$ cat src/rtl/axi_pkg.sv
`default_nettype none
// ============================================================================
// Module   : axi_pkg
// Purpose  : Shared typedefs for the AXI-Lite channel blocks.
// Revision : 1.0 - initial release
// ============================================================================
package axi_pkg;

    typedef enum logic [0:0] {
        IDLE = 1'b0,
        SEND = 1'b1
    } tx_state_t;

endpackage
`default_nettype wire

$ cat src/rtl/tx_fifo.sv
`default_nettype none
// ============================================================================
// Module   : tx_fifo
// Purpose  : Small power-of-two FIFO feeding the transmit channel registers.
// Revision : 1.0 - initial release
// ============================================================================
module tx_fifo #(
    parameter int WIDTH = 8,
    parameter int DEPTH = 2
) (
    input  logic                         ACLK,
    input  logic                         ARESETn,
    input  logic                         push,
    input  logic                         pop,
    input  logic [WIDTH-1:0]             wdata,
    output logic [WIDTH-1:0]             rdata,
    output logic [WIDTH-1:0]             rdata_nxt,
    output logic [$clog2(DEPTH+1)-1:0]   level,
    output logic                         full,
    output logic                         empty
);

    localparam int AW = $clog2(DEPTH);
    localparam int LW = $clog2(DEPTH + 1);

    logic [WIDTH-1:0] mem_q [DEPTH];
    logic [AW-1:0]    rd_ptr_q, rd_ptr_d;
    logic [AW-1:0]    wr_ptr_q, wr_ptr_d;
    logic [LW-1:0]    level_q, level_d;
    logic             push_ok;
    logic             pop_ok;

    assign full  = (level_q == LW'(DEPTH));
    assign empty = (level_q == '0);
    assign level = level_q;
    assign rdata = mem_q[rd_ptr_q];
    // Head after a pop: the next stored word, or the word being pushed when
    // the FIFO is about to drain to zero on the same edge.
    assign rdata_nxt = (level_q > LW'(1)) ? mem_q[rd_ptr_q + AW'(1)] : wdata;

    always_comb begin
        push_ok  = push && !full;
        pop_ok   = pop && !empty;
        rd_ptr_d = pop_ok  ? rd_ptr_q + AW'(1) : rd_ptr_q;
        wr_ptr_d = push_ok ? wr_ptr_q + AW'(1) : wr_ptr_q;
        level_d  = level_q + LW'(push_ok) - LW'(pop_ok);
    end

    always_ff @(posedge ACLK or negedge ARESETn) begin
        if (!ARESETn) begin
            rd_ptr_q <= '0;
            wr_ptr_q <= '0;
            level_q  <= '0;
        end else begin
            rd_ptr_q <= rd_ptr_d;
            wr_ptr_q <= wr_ptr_d;
            level_q  <= level_d;
        end
    end

    always_ff @(posedge ACLK) begin
        if (push_ok) begin
            mem_q[wr_ptr_q] <= wdata;
        end
    end

endmodule
`default_nettype wire

$ cat src/rtl/tx_channel.sv
`default_nettype none
// ============================================================================
// Module   : tx_channel
// Purpose  : AXI valid/ready source: push interface -> FIFO -> VALID/xDATA.
// Revision : 1.0 - initial release
// ============================================================================
module tx_channel
    import axi_pkg::*;
#(
    parameter int WIDTH = 8,
    parameter int DEPTH = 2
) (
    input  logic                         ACLK,
    input  logic                         ARESETn,
    output logic                         VALID,
    input  logic                         READY,
    output logic [WIDTH-1:0]             xDATA,
    input  logic [WIDTH-1:0]             tx_data,
    input  logic                         tx_push,
    output logic                         tx_full,
    output logic [$clog2(DEPTH+1)-1:0]   tx_level,
    output logic                         tx_done
);

    localparam int LW = $clog2(DEPTH + 1);

    tx_state_t        state_q, state_d;
    logic             valid_q, valid_d;
    logic [WIDTH-1:0] xdata_q, xdata_d;
    logic             done_q,  done_d;
    logic             pop;
    logic             fifo_empty;
    logic [WIDTH-1:0] fifo_rdata;
    logic [WIDTH-1:0] fifo_rdata_nxt;

    assign pop = (state_q == SEND) && READY && !fifo_empty;

    tx_fifo #(
        .WIDTH (WIDTH),
        .DEPTH (DEPTH)
    ) u_fifo (
        .ACLK      (ACLK),
        .ARESETn   (ARESETn),
        .push      (tx_push),
        .pop       (pop),
        .wdata     (tx_data),
        .rdata     (fifo_rdata),
        .rdata_nxt (fifo_rdata_nxt),
        .level     (tx_level),
        .full      (tx_full),
        .empty     (fifo_empty)
    );

    always_comb begin
        state_d = state_q;
        valid_d = valid_q;
        xdata_d = xdata_q;
        done_d  = 1'b0;
        case (state_q)
            IDLE: begin
                if (tx_level != LW'(0)) begin
                    state_d = SEND;
                    valid_d = 1'b1;
                    xdata_d = fifo_rdata;
                end
            end
            SEND: begin
                // Without a handshake nothing moves, keeping xDATA stable.
                if (pop) begin
                    done_d = 1'b1;
                    if ((tx_level > LW'(1)) || (tx_push && !tx_full)) begin
                        xdata_d = fifo_rdata_nxt;
                    end else begin
                        state_d = IDLE;
                        valid_d = 1'b0;
                    end
                end
            end
            default: begin
                state_d = IDLE;
                valid_d = 1'b0;
            end
        endcase
    end

    always_ff @(posedge ACLK or negedge ARESETn) begin
        if (!ARESETn) begin
            state_q <= IDLE;
            valid_q <= 1'b0;
            xdata_q <= '0;
            done_q  <= 1'b0;
        end else begin
            state_q <= state_d;
            valid_q <= valid_d;
            xdata_q <= xdata_d;
            done_q  <= done_d;
        end
    end

    assign VALID   = valid_q;
    assign xDATA   = xdata_q;
    assign tx_done = done_q;

endmodule
`default_nettype wire

$ cat config.mk
export PLATFORM = sky130hd
export DESIGN_NAME = tx_channel
export DESIGN_NICKNAME = d
export VERILOG_FILES = /design/src/rtl/axi_pkg.sv /design/src/rtl/tx_fifo.sv /design/src/rtl/tx_channel.sv
export SDC_FILE = /design/constraint.sdc
export NUM_CORES = 1
export LEC_CHECK = 0
export BUFFER_PORTS_ARGS = -buffer_cell sky130_fd_sc_hd__clkbuf_2
export CORE_MARGIN = 2
export CORE_UTILIZATION = 45
export DETAILED_ROUTE_END_ITERATION = 7
export HOLD_SLACK_MARGIN = 0.15
export PLACE_DENSITY_LB_ADDON = 0.05
export SETUP_SLACK_MARGIN = 0.4
export SLEW_MARGIN = 15
export SYNTH_ARGS = -nofsm -noshare
export SYNTH_HDL_FRONTEND = slang
export SYNTH_HIERARCHICAL = 1
export SYNTH_SLANG_ARGS = --single-unit
$ cat constraint.sdc
create_clock -name ACLK -period 2.45 [get_ports ACLK]
set_clock_uncertainty 0.1 [all_clocks]
set_input_delay 0.245 -clock ACLK [delete_from_list [all_inputs] [get_ports ACLK]]
set_output_delay 0.245 -clock ACLK [all_outputs]
set_load 0.02 [all_outputs]
# Word-level counts from Yosys, hierarchy flattened
# Memory sizes are Yosys's and may differ from the RTL's.
# Cells that the tools add are included.
[totals]
ramBits = 16
memories = 1
word_cells = 47
output_inout_bits = 13
register_bits = 15
input_bits = 12
[memory_table]
columns = ["name", "words", "width", "rd", "rd_ports_with_merged_regs", "write_ports", "line", "text"]
rows = [
  ["u_fifo.mem_q", 2, 8, 2, 0, 1, "tx_fifo.sv:26", "logic [WIDTH-1:0] mem_q [DEPTH];"],
]
[classes]
magnitude_cmp = 1
addsub = 4
muxes = 17
eq_ne = 5
reduce_logical = 11
bitwise_logic = 1
[op_table]
columns = ["cell", "n"]
rows = [
  ["$mux 8", 4],
  ["$pmux 8 s2", 1],
  ["$mux 1", 10],
  ["$reduce_and 3->1", 2],
  ["$logic_and 1x1->1", 4],
  ["$ne 2x1->1 const B", 2],
  ["$ne 2x2->1 const B", 2],
  ["$pmux 1 s2", 2],
  ["$add 1x1->1 const B", 2],
  ["$add 2x1->2", 1],
  ["$eq 2x2->1 const B", 1],
  ["$gt 2x1->1 const B", 1],
  ["$logic_not 1->1", 2],
  ["$logic_not 2->1", 1],
  ["$reduce_bool 2->1", 1],
  ["$sub 2x1->2", 1],
  ["$logic_or 1x1->1", 1],
  ["$not 1->1", 1],
]

# Logic depth before layout (Yosys ltp)
# Gate-level depths: netlist (run 1).
[logic_depth]
word_depth = 7
depth_mapped = 9
depth_no_buf = 8

# Hierarchy
# Netlist (run 1), hierarchy kept.
[modules_own_cells]
columns = ["module", "cells_per_inst", "n_inst", "seq_area_each_um2", "area_per_inst_um2"]
rows = [
  ["tx_fifo", 70, 1, 580.6, 970.9],
  ["tx_channel", 43, 1, 275.3, 530.5],
]

# Worst setup path before layout (run 1)
# OpenSTA, ideal clock, no wires.
[synth_timing]
kind = "reg2reg"
from = "register u_fifo.level_q[1], in the netlist u_fifo/level[1]"
to = "register u_fifo.level_q[1], in the netlist u_fifo/level[1]"
required_time_ns = 2.226
synth_period_minus_slack_ns = 2.135
arrival_time_ns = 1.911
stages_incl_launch_ff = 10
setup_slack_ns = 0.315
setup_time_ns = 0.124
path_buffers = 1
cell_sequence = "dfrtp_1 -> buf_4 -> nor2_2 -> and3b_2 -> nor2b_2 -> ha_1 -> inv_1 -> ha_1 -> xnor2_1 -> xnor2_1"
[synth_between]
elab_chain_len = 5
elab_cells_between_ends = 9
cone_classes = "add/sub: 2; eq/ne: 1; reduce/logical: 6"
[synth_lines]
columns = ["item", "line", "text"]
rows = [
  ["start: declaration", "tx_fifo.sv:29", "logic [LW-1:0] level_q, level_d;"],
  ["start signal: assignment", "tx_fifo.sv:57", "level_q <= level_d;"],
  ["$logic_not 2->1", "tx_fifo.sv:34", "assign empty = (level_q == '0);"],
  ["via fifo_empty", "tx_channel.sv:32", "logic fifo_empty;"],
  ["$logic_not 1->1", "tx_channel.sv:36", "assign pop = (state_q == SEND) && READY && !fifo_empty;"],
  ["$logic_and 1x1->1", "tx_channel.sv:36", ""],
  ["via pop", "tx_channel.sv:31", "logic pop;"],
  ["$logic_and 1x1->1", "tx_fifo.sv:43", "pop_ok = pop && !empty;"],
  ["via u_fifo.pop_ok", "tx_fifo.sv:31", "logic pop_ok;"],
  ["$sub 2x1->2", "tx_fifo.sv:46", "level_d = level_q + LW'(push_ok) - LW'(pop_ok);"],
  ["via u_fifo.level_d[1]", "tx_fifo.sv:29", ""],
]
# The timed path passes the listed nets, and every way through them passes these cells.
# A chain may end at the register's enable or synchronous reset.

# Worst setup path in the final report (run 1)
# Ends and elaborated chain as after synthesis.

==> key figures, run 1 <==
STA
  – WHS: 0.169 ns
  – Final setup TNS: 0 ns
  – Slew @ Worst Pin: ~0.57 ns
  – Hold Violations, Final: 0
  – Max Fclk: 512 MHz
  – Relative slew slack: between 60% and 70%
  – Pins Over Slew Limit: 0
  – Setup Viol. Count Final: 0
  – RSZ-0062 raised after global routing: false
  – Final Critical Period: 1.95 ns
  – Final period util: 79.7%

Power
  – Sw Pwr: between 800 and 900 uW
  – Switch share: 37.9%
  – Leakage power: 0.788 nW
  – Combinational share of power: approximately 50%
  – Power Internal: 1.46 mW
  – Power density over the cells: 1250 nW/um^2
  – Clock share of power: 13.0%
  – Seq pwr share: 37.2%
  – Peak VDD IR: around 0.00043 V

Routing
  – DRT Wirelength: 2860 microns
  – DRT Pass-1 Iters: 4
  – Routed vias: roughly 1.0k
  – # DRC: 0
  – Remaining antenna violation count: 0
  – Vias/cell: 5.05
  – Wire per inst: roughly 14 microns
  – 1st-iter DRT viols: 70

Synth
  – Synthesis Warnings: 6
  – Post-synth top flop: edfxtp_1
  – Syn Nets: ~130
  – Leading area contributor after synthesis: edfxtp_1
  – Register area share after synthesis: 57.0%
  – Yosys reg bits: 31
  – Post-synth cell types: 33
  – Post-synth top area share: roughly a third
  – Synth top area cells: edfxtp_1 (32%), dfrtp_1 (25%), o221a_1 (6.0%)
  – Mapped Area: 1500 sq um
  – Post-synth ARST share: about 48%
  – Mapped Avg Cell Area: 13.3 sq um
  – Number of synthesized flops with an enable pin: 16
  – Cell count after synthesis: 113

Clock tree
  – Clock net sink count: 31
  – Clock tree buffer depth: 2
  – Skew-Pair Late Insertion Delay: 0.33 ns
  – H-Tree Depth: 2
  – CTS tree: done
  – Clk pin slew, worst setup/hold paths: 0.09 ns
  – Root Buffer: clkbuf_4
  – CTS buffer count: 5

Die
  – Core Region: 3100 sq um
  – Die width: 61.8 microns
  – Row cnt: 20
  – Chip Height: roughly 62 microns
  – Initial Util: 48.4%
  – Io pins: 25
  – Die ar.: roughly 3800 sq um

Cells and area
  – Design Area, Final: 1890 sq um
  – ANT cells: 0
  – Final #Nets: between 150 and 200
  – P&R area growth vs syn: 25.7%
  – Filler cells: 276
  – Fraction of final layout cells sized beyond drive strength 1: 40.0%

Run status
  – Outcome: complete, no violations

Worst setup path
  – Crit start category: register
  – CP arrival: 2.07 ns
  – Worst Path Required: roughly 2.6 ns
  – Worst Setup End Kind: register
  – Crit path kind: register to register
  – Crit path max fanout: 4

Global route
  – Grt total ovfl: 0
  – Number of global-route vias before repair: 992
  – Gr usage total: 18.0%
  – First-pass GRT wire length: 4700 microns
  – Initial antenna violation count: 0
  – Largest net degree at the start of global routing: 18

Placement
  – PortBufs: 24
  – Post-DP HPWL: 1840 microns
  – Placed cell area: 1670 sq um
  – Final Wtd Congestion: between 0.7 and 0.8

Hold path
  – Hold Path Class: primary input to register

Flow run
  – Max_cap viols: 0
## final cells by class
type	count	area (sq um)	area share, %
Clock buffer	7	55.1	2.92
Clock inverter	1	3.75	0.199
Inverter	4	15.0	0.796
Multi-Input combinational cell	74	599	31.8
Sequential cell	31	858	45.5
Tap cell	44	55.1	2.92
Timing Repair Buffer	43	300	15.9
## path summary, 6_finish.rpt
path	slack, ns	end	from	cells after the start
max	0.50	u_fifo/level[1]$_DFF_PN0_	u_fifo/level[1]$_DFF_PN0_	8
min	0.17	u_fifo/wr_ptr_q$_DFFE_PN0P_	tx_push	3
max reg2reg	0.50	u_fifo/level[1]$_DFF_PN0_	u_fifo/level[1]$_DFF_PN0_	8
min reg2reg	0.40	u_fifo/wr_ptr_q$_DFFE_PN0P_	u_fifo/wr_ptr_q$_DFFE_PN0P_	1
max in group asynchronous	1.67	u_fifo/level[1]$_DFF_PN0_	ARESETn	2
min in group asynchronous	0.27	xDATA[7]$_DFFE_PN0P_	ARESETn	2
## cell families (layout without fill, tap and decap cells)
family                     Yosys count  count (layout)  synth area share [%]
buffers and inverters                8              55                  3.92
adders and majority gates            2               2                  1.67
DFF                                 31              31                  57.0
and+or+nand+nor                     30              30                  11.7
xor gates and xnor gates             4               4                  2.33
AOI/OAI and AO/OA                   22              22                  11.8
muxes                               16              16                  11.6
## cell usage after synthesis (2+ instances only)
cell      number
a21oi_1        8
or2_2          8
dfrtp_1       15
inv_1          4
edfxtp_1      16
o221a_1        8
ha_1           2
nand2b_1       3
xnor2_1        3
mux2i_1        8
nor2_1         9
and3b_2        2
mux2_2         7
## critical path, cell delays in order, from the launching register on
cell and delay [ns]:
dfrtp_2 0.46, nor2_4 0.14, and3b_2 0.22, nor2b_2 0.16
ha_1 0.26, inv_1 0.04, ha_1 0.20, xnor2_2 0.14
xnor2_1 0.12
## cells in the final DEF, fill, tap and decap left out, types with 2 or more instances in the layout
master and instances:
and3b_2 2, dlygate4sd3_1 10, nand2b_1 3, nor2_1 9, edfxtp_1 16, xnor2_1 2
or2_2 8, inv_1 4, mux2_2 7, dfrtp_1 13, dfrtp_2 2, ha_1 2
o221a_1 8, buf_4 8, clkbuf_4 5, mux2i_1 8, clkbuf_2 24, a21oi_1 8
## routing by layer
layer | share of wire [%] | global-route usage (%) | routed length [microns] | vias to the layer above
met5 | 0 | 0 | 0 | -
met4 | 1.8 | 7.29 | 51 | 0
met3 | 3.8 | 6.21 | 110 | 5
met2 | 47 | 29.6 | 1350 | 22
met1 | 47 | 21.8 | 1340 | 493
li1 | - | - | - | 511
## registers in the layout (all words and copies together) (netlist names)
signal           flops
u_fifo/mem_q        16
u_fifo/wr_ptr_q      1
u_fifo/rd_ptr_q      1
state_q              1
tx_done              1
u_fifo/level         2
VALID                1
xDATA                8
## power by group through the flow
stage / Sequential, mW / Combinational (mW) / Clock, mW
final: 0.874 / 1.17 / 0.306
after detailed placement: 0.902 / 1.05 / 0
after floorplan: 0.982 / 0.729 / 0
after global routing: 0.898 / 1.30 / 0.348
after global placement: 0.891 / 1.04 / 0
after CTS: 0.892 / 1.07 / 0.321
## repair_timing
item	4_1_cts	5_1_grt
endpoints found under the setup margin	0	3
endpoints found under the hold margin	32	0
setup buffers	0	5
hold buffers	10	0
resized for setup	0	2
## metrics by stage
stage	util (%)	worst slack, ns	power (mW)	instances
after floorplan	-	0.410	1.71	113
after global placement	53.8	0.500	1.94	181
after CTS	58.9	0.413	2.28	199
after detailed placement	53.8	0.446	1.96	181
final	60.8	0.498	2.35	204
after global routing	60.8	0.407	2.54	204
(Power assumes the default switching activity.)
==> run 2, diff against run 1 <==
--- a/config.mk
+++ b/config.mk
@@ -5,6 +5,7 @@
 export SDC_FILE = /design/constraint.sdc
 export NUM_CORES = 1
 export LEC_CHECK = 0
+export ABC_AREA = 1
 export BUFFER_PORTS_ARGS = -buffer_cell sky130_fd_sc_hd__clkbuf_2
 export CORE_MARGIN = 2
 export CORE_UTILIZATION = 45
==> constraint.sdc (replaced) <==
create_clock -name ACLK -period 1.83 [get_ports ACLK]
set_clock_uncertainty 0.1 [all_clocks]
set_input_delay 0.183 -clock ACLK [delete_from_list [all_inputs] [get_ports ACLK]]
set_output_delay 0.183 -clock ACLK [all_outputs]
set_load 0.02 [all_outputs]
==> key figures, run 2 <==
Power
  – Peak VDD IR: 0.00108 V
  – Power density over the cells: 1840 nW/um^2
  – Leakage power: ~1.2 nW
  – Total Power: 4.20 mW

Global route
  – First-pass GRT wire length: 6560 microns
  – Number of global-route vias before repair: 1380
  – Initial antenna violation count: 0
  – Gr usage total: 20.6%
  – Grt total ovfl: 0
  – Largest net degree at the start of global routing: 16

Cells and area
  – Multi-input gate area: 744 sq um
  – Biggest register: u_fifo/mem_q
  – Commonest non-fill, non-tap cell in the layout: nand2_1
  – Register area: between 800 and 900 sq um
  – Filler cells: 313
  – Fraction of final layout cells sized beyond drive strength 1: 30.9%
  – Largest register FFs: 16
  – P&R area growth vs syn: 34.2%
  – Commonest non-fill, non-tap cells in the layout: nand2_1 (90), clkbuf_2 (22), inv_1 (21)
  – ANT cells: 0
  – Final #Nets: 272

Routing
  – DRT Pass-1 Iters: 6
  – Routed vias: 1478
  – 1st-iter DRT viols: 120
  – Vias/cell: 4.81
  – # DRC: 0
  – Remaining antenna violation count: 0
  – Wire per inst: 12.9 microns
  – DRT Wirelength: around 4000 microns

STA
  – Setup Viol. Count Final: 0
  – Final Critical Period: 1.67 ns
  – Max Fclk: about 600 MHz
  – Final setup TNS: 0 ns
  – RSZ-0062 raised after global routing: true
  – Pins Over Slew Limit: 0
  – Slew @ Worst Pin: 0.413 ns
  – WHS: around 0.17 ns
  – Final period util: just over 90%
  – Hold Violations, Final: 0
  – Relative slew slack: 72.5%

Run status
  – Outcome: complete, no violations

Placement
  – Final Wtd Congestion: ~0.77
  – Post-DP HPWL: approximately 2600 microns
  – PortBufs: 24

Die
  – Initial Util: between 40% and 50%
  – Core Region: approximately 3600 sq um
  – Row cnt: 22
  – Io pins: 25
  – Die width: 65.4 microns
  – Chip Height: 65.4 microns
  – Die ar.: 4280 sq um

Worst setup path
  – CP startpoint: u_fifo/level[1]$_DFF_PN0_
  – Worst Path Required: ~1.9 ns
  – Crit path kind: register to register
  – Worst r2r src: u_fifo/level[1]$_DFF_PN0_
  – Crit start category: register
  – Worst Setup End Kind: register
  – CP arrival: 1.74 ns
  – Crit path max fanout: 3

Synth
  – Cell with the most instances after synthesis: nand2_1
  – Post-synth top area share: between 20 and 30%
  – Mapped Avg Cell Area: 8.17 sq um
  – Synth top area cells: edfxtp_1 (28%), dfrtp_1 (22%), nand2_1 (21%)
  – Number of synthesized flops with an enable pin: 16
  – Synth cell count leaders: nand2_1 (97), inv_1 (29), edfxtp_1 (16), dfrtp_1 (15), nand3_1 (11)
  – Register area share after synthesis: between 50% and 60%
  – Synthesis Warnings: 6
  – Syn Nets: 222
  – Post-synth cell types: 22
  – Yosys reg bits: 31
  – Post-synth top flop: edfxtp_1
  – Leading area contributor after synthesis: edfxtp_1
  – Cell count after synthesis: around 210
  – Post-synth ARST share: roughly half
  – Mapped Area: approximately 1700 sq um

Clock tree
  – CTS buffer count: 5
  – Skew-Pair Late Insertion Delay: 0.28 ns
  – H-Tree Depth: 2
  – Clock net sink count: 31
  – CTS tree: done
  – Root Buffer: clkbuf_8
  – Clock tree buffer depth: 2
  – Clk pin slew, worst setup/hold paths: 0.07 ns

Hold path
  – Hold Path Class: primary input to register
  – Worst Hold Launch: READY

Flow run
  – Max_cap viols: 0
run 2: cell count changes after synthesis, moves of 8 or more:
cell,change
inv_1,+25
mux2i_1,-8
nand2_1,+96
nand3_1,+10
nand4_1,+8
o221a_1,-8
or2_2,-8
run 2: kinds of logic after synthesis:
logic type	Yosys count	synth area share, %
simple gates	126	33.0
buf+inv	39	11.3
flops	31	50.4
compound gates	10	3.83
fa+ha+maj	2	1.47
run 2: critical path, cell delays in order, from the launching register on:
cell and delay [ns]:
dfrtp_2 0.41, inv_6 0.04, nand2_4 0.08, inv_4 0.04, nor3_4 0.19, nand2_2 0.08
inv_2 0.08, ha_4 0.20, inv_4 0.06, ha_4 0.12, inv_1 0.03, nand2_1 0.06
nand2_1 0.05
run 2: path summary, 6_finish.rpt:
path                                             endpoint  slack (ns)  cells after the start
worst max-delay path            u_fifo/level[1]$_DFF_PN0_        0.16                     12
worst min-delay path                    tx_done$_DFF_PN0_        0.17                      3
worst max register to register  u_fifo/level[1]$_DFF_PN0_        0.16                     12
worst min register to register       xDATA[7]$_DFFE_PN0P_        0.37                      2
max in group asynchronous       u_fifo/level[1]$_DFF_PN0_        1.05                      2
min in group asynchronous            xDATA[5]$_DFFE_PN0P_        0.27                      2
run 2: through the flow:
| stage | instances | setup WS (ns) | utilization [%] | cell area [sq um] |
|---|---|---|---|---|
| final | 307 | 0.162 | 62.8 | 2280 |
| after global routing | 307 | 0.117 | 62.8 | 2280 |
| after CTS | 304 | 0.237 | 60.7 | 2200 |
| after detailed placement | 277 | 0.146 | 51.5 | 1870 |
| after global placement | 277 | 0.200 | 51.5 | 1870 |
| after floorplan | 208 | 0.171 | - | 1730 |
run 2: layout make-up:
type | count | area share, %
flip-flops and latches | 31 | 37.6
multi-input cells | 138 | 32.6
repair buffers | 51 | 17.4
inverters | 31 | 5.76
clock buffers | 7 | 3.78
well taps | 48 | 2.63
clock inverters | 1 | 0.165
run 2: what timing repair did:
item	in CTS	in global routing
setup buffers	10	3
hold endpoints to repair	31	0
resized for setup	18	14
hold buffers	9	0
setup endpoints to repair	27	21
pin swaps	5	7
run 2: metal layers:
| layer | global-route usage, % | wire [microns] |
|---|---|---|
| met5 | 0 | 0 |
| met3 | 4.79 | 229 |
| met1 | 27.4 | 1720 |
| met4 | 6.25 | 55 |
| met2 | 33.5 | 1970 |
run 2: where the power goes:
part,internal [mW],leakage [nW],switching [mW]
registers,1.01,0.329,0.135
logic,1.01,0.790,1.50
clock network,0.301,0.0459,0.246
==> run 3, diff against run 2 <==
==> constraint.sdc (replaced) <==
create_clock -name ACLK -period 2 [get_ports ACLK]
set_clock_uncertainty 0.1 [all_clocks]
set_input_delay 0.2 -clock ACLK [delete_from_list [all_inputs] [get_ports ACLK]]
set_output_delay 0.2 -clock ACLK [all_outputs]
set_load 0.02 [all_outputs]
==> key figures, run 3 (same netlist as run 2, synthesis figures left out) <==
Global route
  – First-pass GRT wire length: between 6000 and 7000 microns
  – Initial antenna violation count: 0
  – Gr usage total: 19.3%
  – Grt total ovfl: 0
  – Number of global-route vias before repair: 1371
  – Largest net degree at the start of global routing: 19

Cells and area
  – ANT cells: 0
  – Filler-free cell count of the finished design: 307
  – Fraction of final layout cells sized beyond drive strength 1: 27.8%
  – Filler cells: 347
  – Final #Nets: 272
  – Largest register FFs: 16
  – P&R area growth vs syn: 28.4%
  – Biggest register: u_fifo/mem_q
  – Commonest non-fill, non-tap cell in the layout: nand2_1
  – Commonest non-fill, non-tap cells in the layout: nand2_1 (90), inv_1 (24), clkbuf_2 (24)

Worst setup path
  – Crit start category: register
  – CP most frequent cell: nand2_1
  – Critical path's slowest cell: dfrtp_2
  – Crit-path leading delay family: flip-flops
  – Worst r2r src: u_fifo/level[1]$_DFF_PN0_
  – Crit path buffers/inverters: 5
  – CP arrival: 1.69 ns
  – Crit path kind: register to register
  – Critical Path Max Stage Delay: 0.39 ns
  – Worst Path Required: about 2.1 ns
  – CP Cell Sequence: inv_4 -> nand2_4 -> inv_4 -> nor3_4 -> nand2_1 -> inv_1 -> ha_1 -> inv_2 -> ha_4 -> inv_2 -> nand2_1 -> nand2_1
  – FF-to-FF path depth: 12
  – Worst r2r dst: u_fifo/level[1]$_DFF_PN0_
  – Worst Setup End Kind: register
  – R2r setup slk: approximately 0.39 ns
  – Crit path max fanout: 3

Clock tree
  – CTS tree: done
  – Clock net sink count: 31
  – Clk pin slew, worst setup/hold paths: 0.07 ns
  – CTS buffer count: 5
  – Clock tree buffer depth: 2
  – Root Buffer: clkbuf_8
  – Skew-Pair Late Insertion Delay: 0.29 ns
  – H-Tree Depth: 2

STA
  – Final period util: between 80% and 90%
  – Setup Viol. Count Final: 0
  – WHS: between 0.2 and 0.3 ns
  – Hold Violations, Final: 0
  – Final setup TNS: 0 ns
  – Relative slew slack: between 70% and 80%
  – Pins Over Slew Limit: 0
  – Slew @ Worst Pin: 0.391 ns
  – Final Critical Period: ~1.6 ns
  – RSZ-0062 raised after global routing: true
  – Max Fclk: 623 MHz

Routing
  – 1st-iter DRT viols: 68
  – Wire per inst: approximately 12 microns
  – DRT Wirelength: 3790 microns
  – # DRC: 0
  – DRT Pass-1 Iters: 4
  – Vias/cell: 4.87
  – Remaining antenna violation count: 0
  – Routed vias: 1494

Die
  – Row cnt: 22
  – Die ar.: 4280 sq um
  – Initial Util: 46.8%
  – Core Region: about 3600 sq um
  – Chip Height: 65.4 microns
  – Io pins: 25
  – Die width: 65.4 microns

Run status
  – Outcome: complete, no violations

Power
  – Power Internal: 1.91 mW
  – Total Power: 3.52 mW
  – Combinational share of power: 56.6%
  – Sw Pwr: 1.61 mW
  – Peak VDD IR: between 0.0008 and 0.0009 V
  – Seq pwr share: 30.1%
  – Leakage power: about 1.1 nW
  – Power density over the cells: 1620 nW/um^2
  – Switch share: between 40% and 50%
  – Clock share of power: 13.3%

Placement
  – PortBufs: 24
  – Dpl cells: 277
  – Post-DP HPWL: 2550 microns
  – Final Wtd Congestion: 0.805

Hold path
  – Hold Path Class: primary input to async pin

Flow run
  – Max_cap viols: 0
## run 3: cell types whose count changed in the layout (fill, tap and decap cells not counted), moves of 2 or more
cell | previous run | this run
buf_8 | 3 | 0
inv_1 | 21 | 24
buf_6 | 3 | 1
clkbuf_2 | 22 | 24
dlygate4sd3_1 | 9 | 11
inv_2 | 5 | 3
nand2_8 | 2 | 0
## run 3: power groups by stage
stage | registers (mW) | logic (mW) | clock network [mW]
CTS | 1.05 | 1.82 | 0.480
global route | 1.08 | 2.23 | 0.508
global placement | 1.05 | 1.67 | 0
floorplan | 1.18 | 1.22 | 0
detailed placement | 1.06 | 1.70 | 0
finish | 1.06 | 1.99 | 0.468
## run 3: what timing repair did
action,CTS,global route
buffers inserted,5,5
gates resized for setup,2,13
pin swaps,1,6
endpoints found under the hold margin,33,0
endpoints found under the setup margin,2,11
hold buffers,11,0
gates cloned,0,1
## run 3: area by class of cell
cell class	count	area, sq um	share of cell area [%]
clock buffer	6	72.6	3.33
clock inverter	2	7.51	0.344
inverter	31	128	5.85
multi-input combinational	139	707	32.4
sequential	31	860	39.4
tap	48	60.1	2.75
timing repair buffer	50	347	15.9
## run 3: how the worst max path moves through the flow
stage | startpoint | endpoint | slack (ns) | cells past startpoint
finish | u_fifo/level[1]$_DFF_PN0_ | u_fifo/level[1]$_DFF_PN0_ | 0.39 | 12
global route | u_fifo/level[1]$_DFF_PN0_ | u_fifo/level[1]$_DFF_PN0_ | 0.29 | 12
CTS | u_fifo/level[1]$_DFF_PN0_ | u_fifo/level[1]$_DFF_PN0_ | 0.40 | 11
detailed placement | u_fifo/level[0]$_DFF_PN0_ | u_fifo/level[1]$_DFF_PN0_ | 0.32 | 11
global placement | u_fifo/level[1]$_DFF_PN0_ | u_fifo/level[1]$_DFF_PN0_ | 0.38 | 11
floorplan | u_fifo/level[1]$_DFF_PN0_ | u_fifo/level[1]$_DFF_PN0_ | 0.34 | 11
## run 3: routing by layer
| layer | GRT usage [%] | vias up | wire length [microns] |
|---|---|---|---|
| met1 | 23.2 | 699 | 1800 |
| met3 | 4.62 | 7 | 133 |
| met2 | 32.1 | 30 | 1770 |
| met4 | 9.64 | 0 | 77 |
| met5 | 0 | - | 0 |
| li1 | - | 758 | - |
## run 3: metrics by stage
stage                     utilization, %  setup WS (ns)  area, sq um
after global routing                60.0          0.289         2180
after CTS                           57.6          0.401         2090
after floorplan                        -          0.341         1720
final                               60.0          0.394         2180
after detailed placement            51.2          0.319         1860
after global placement              51.2          0.377         1860
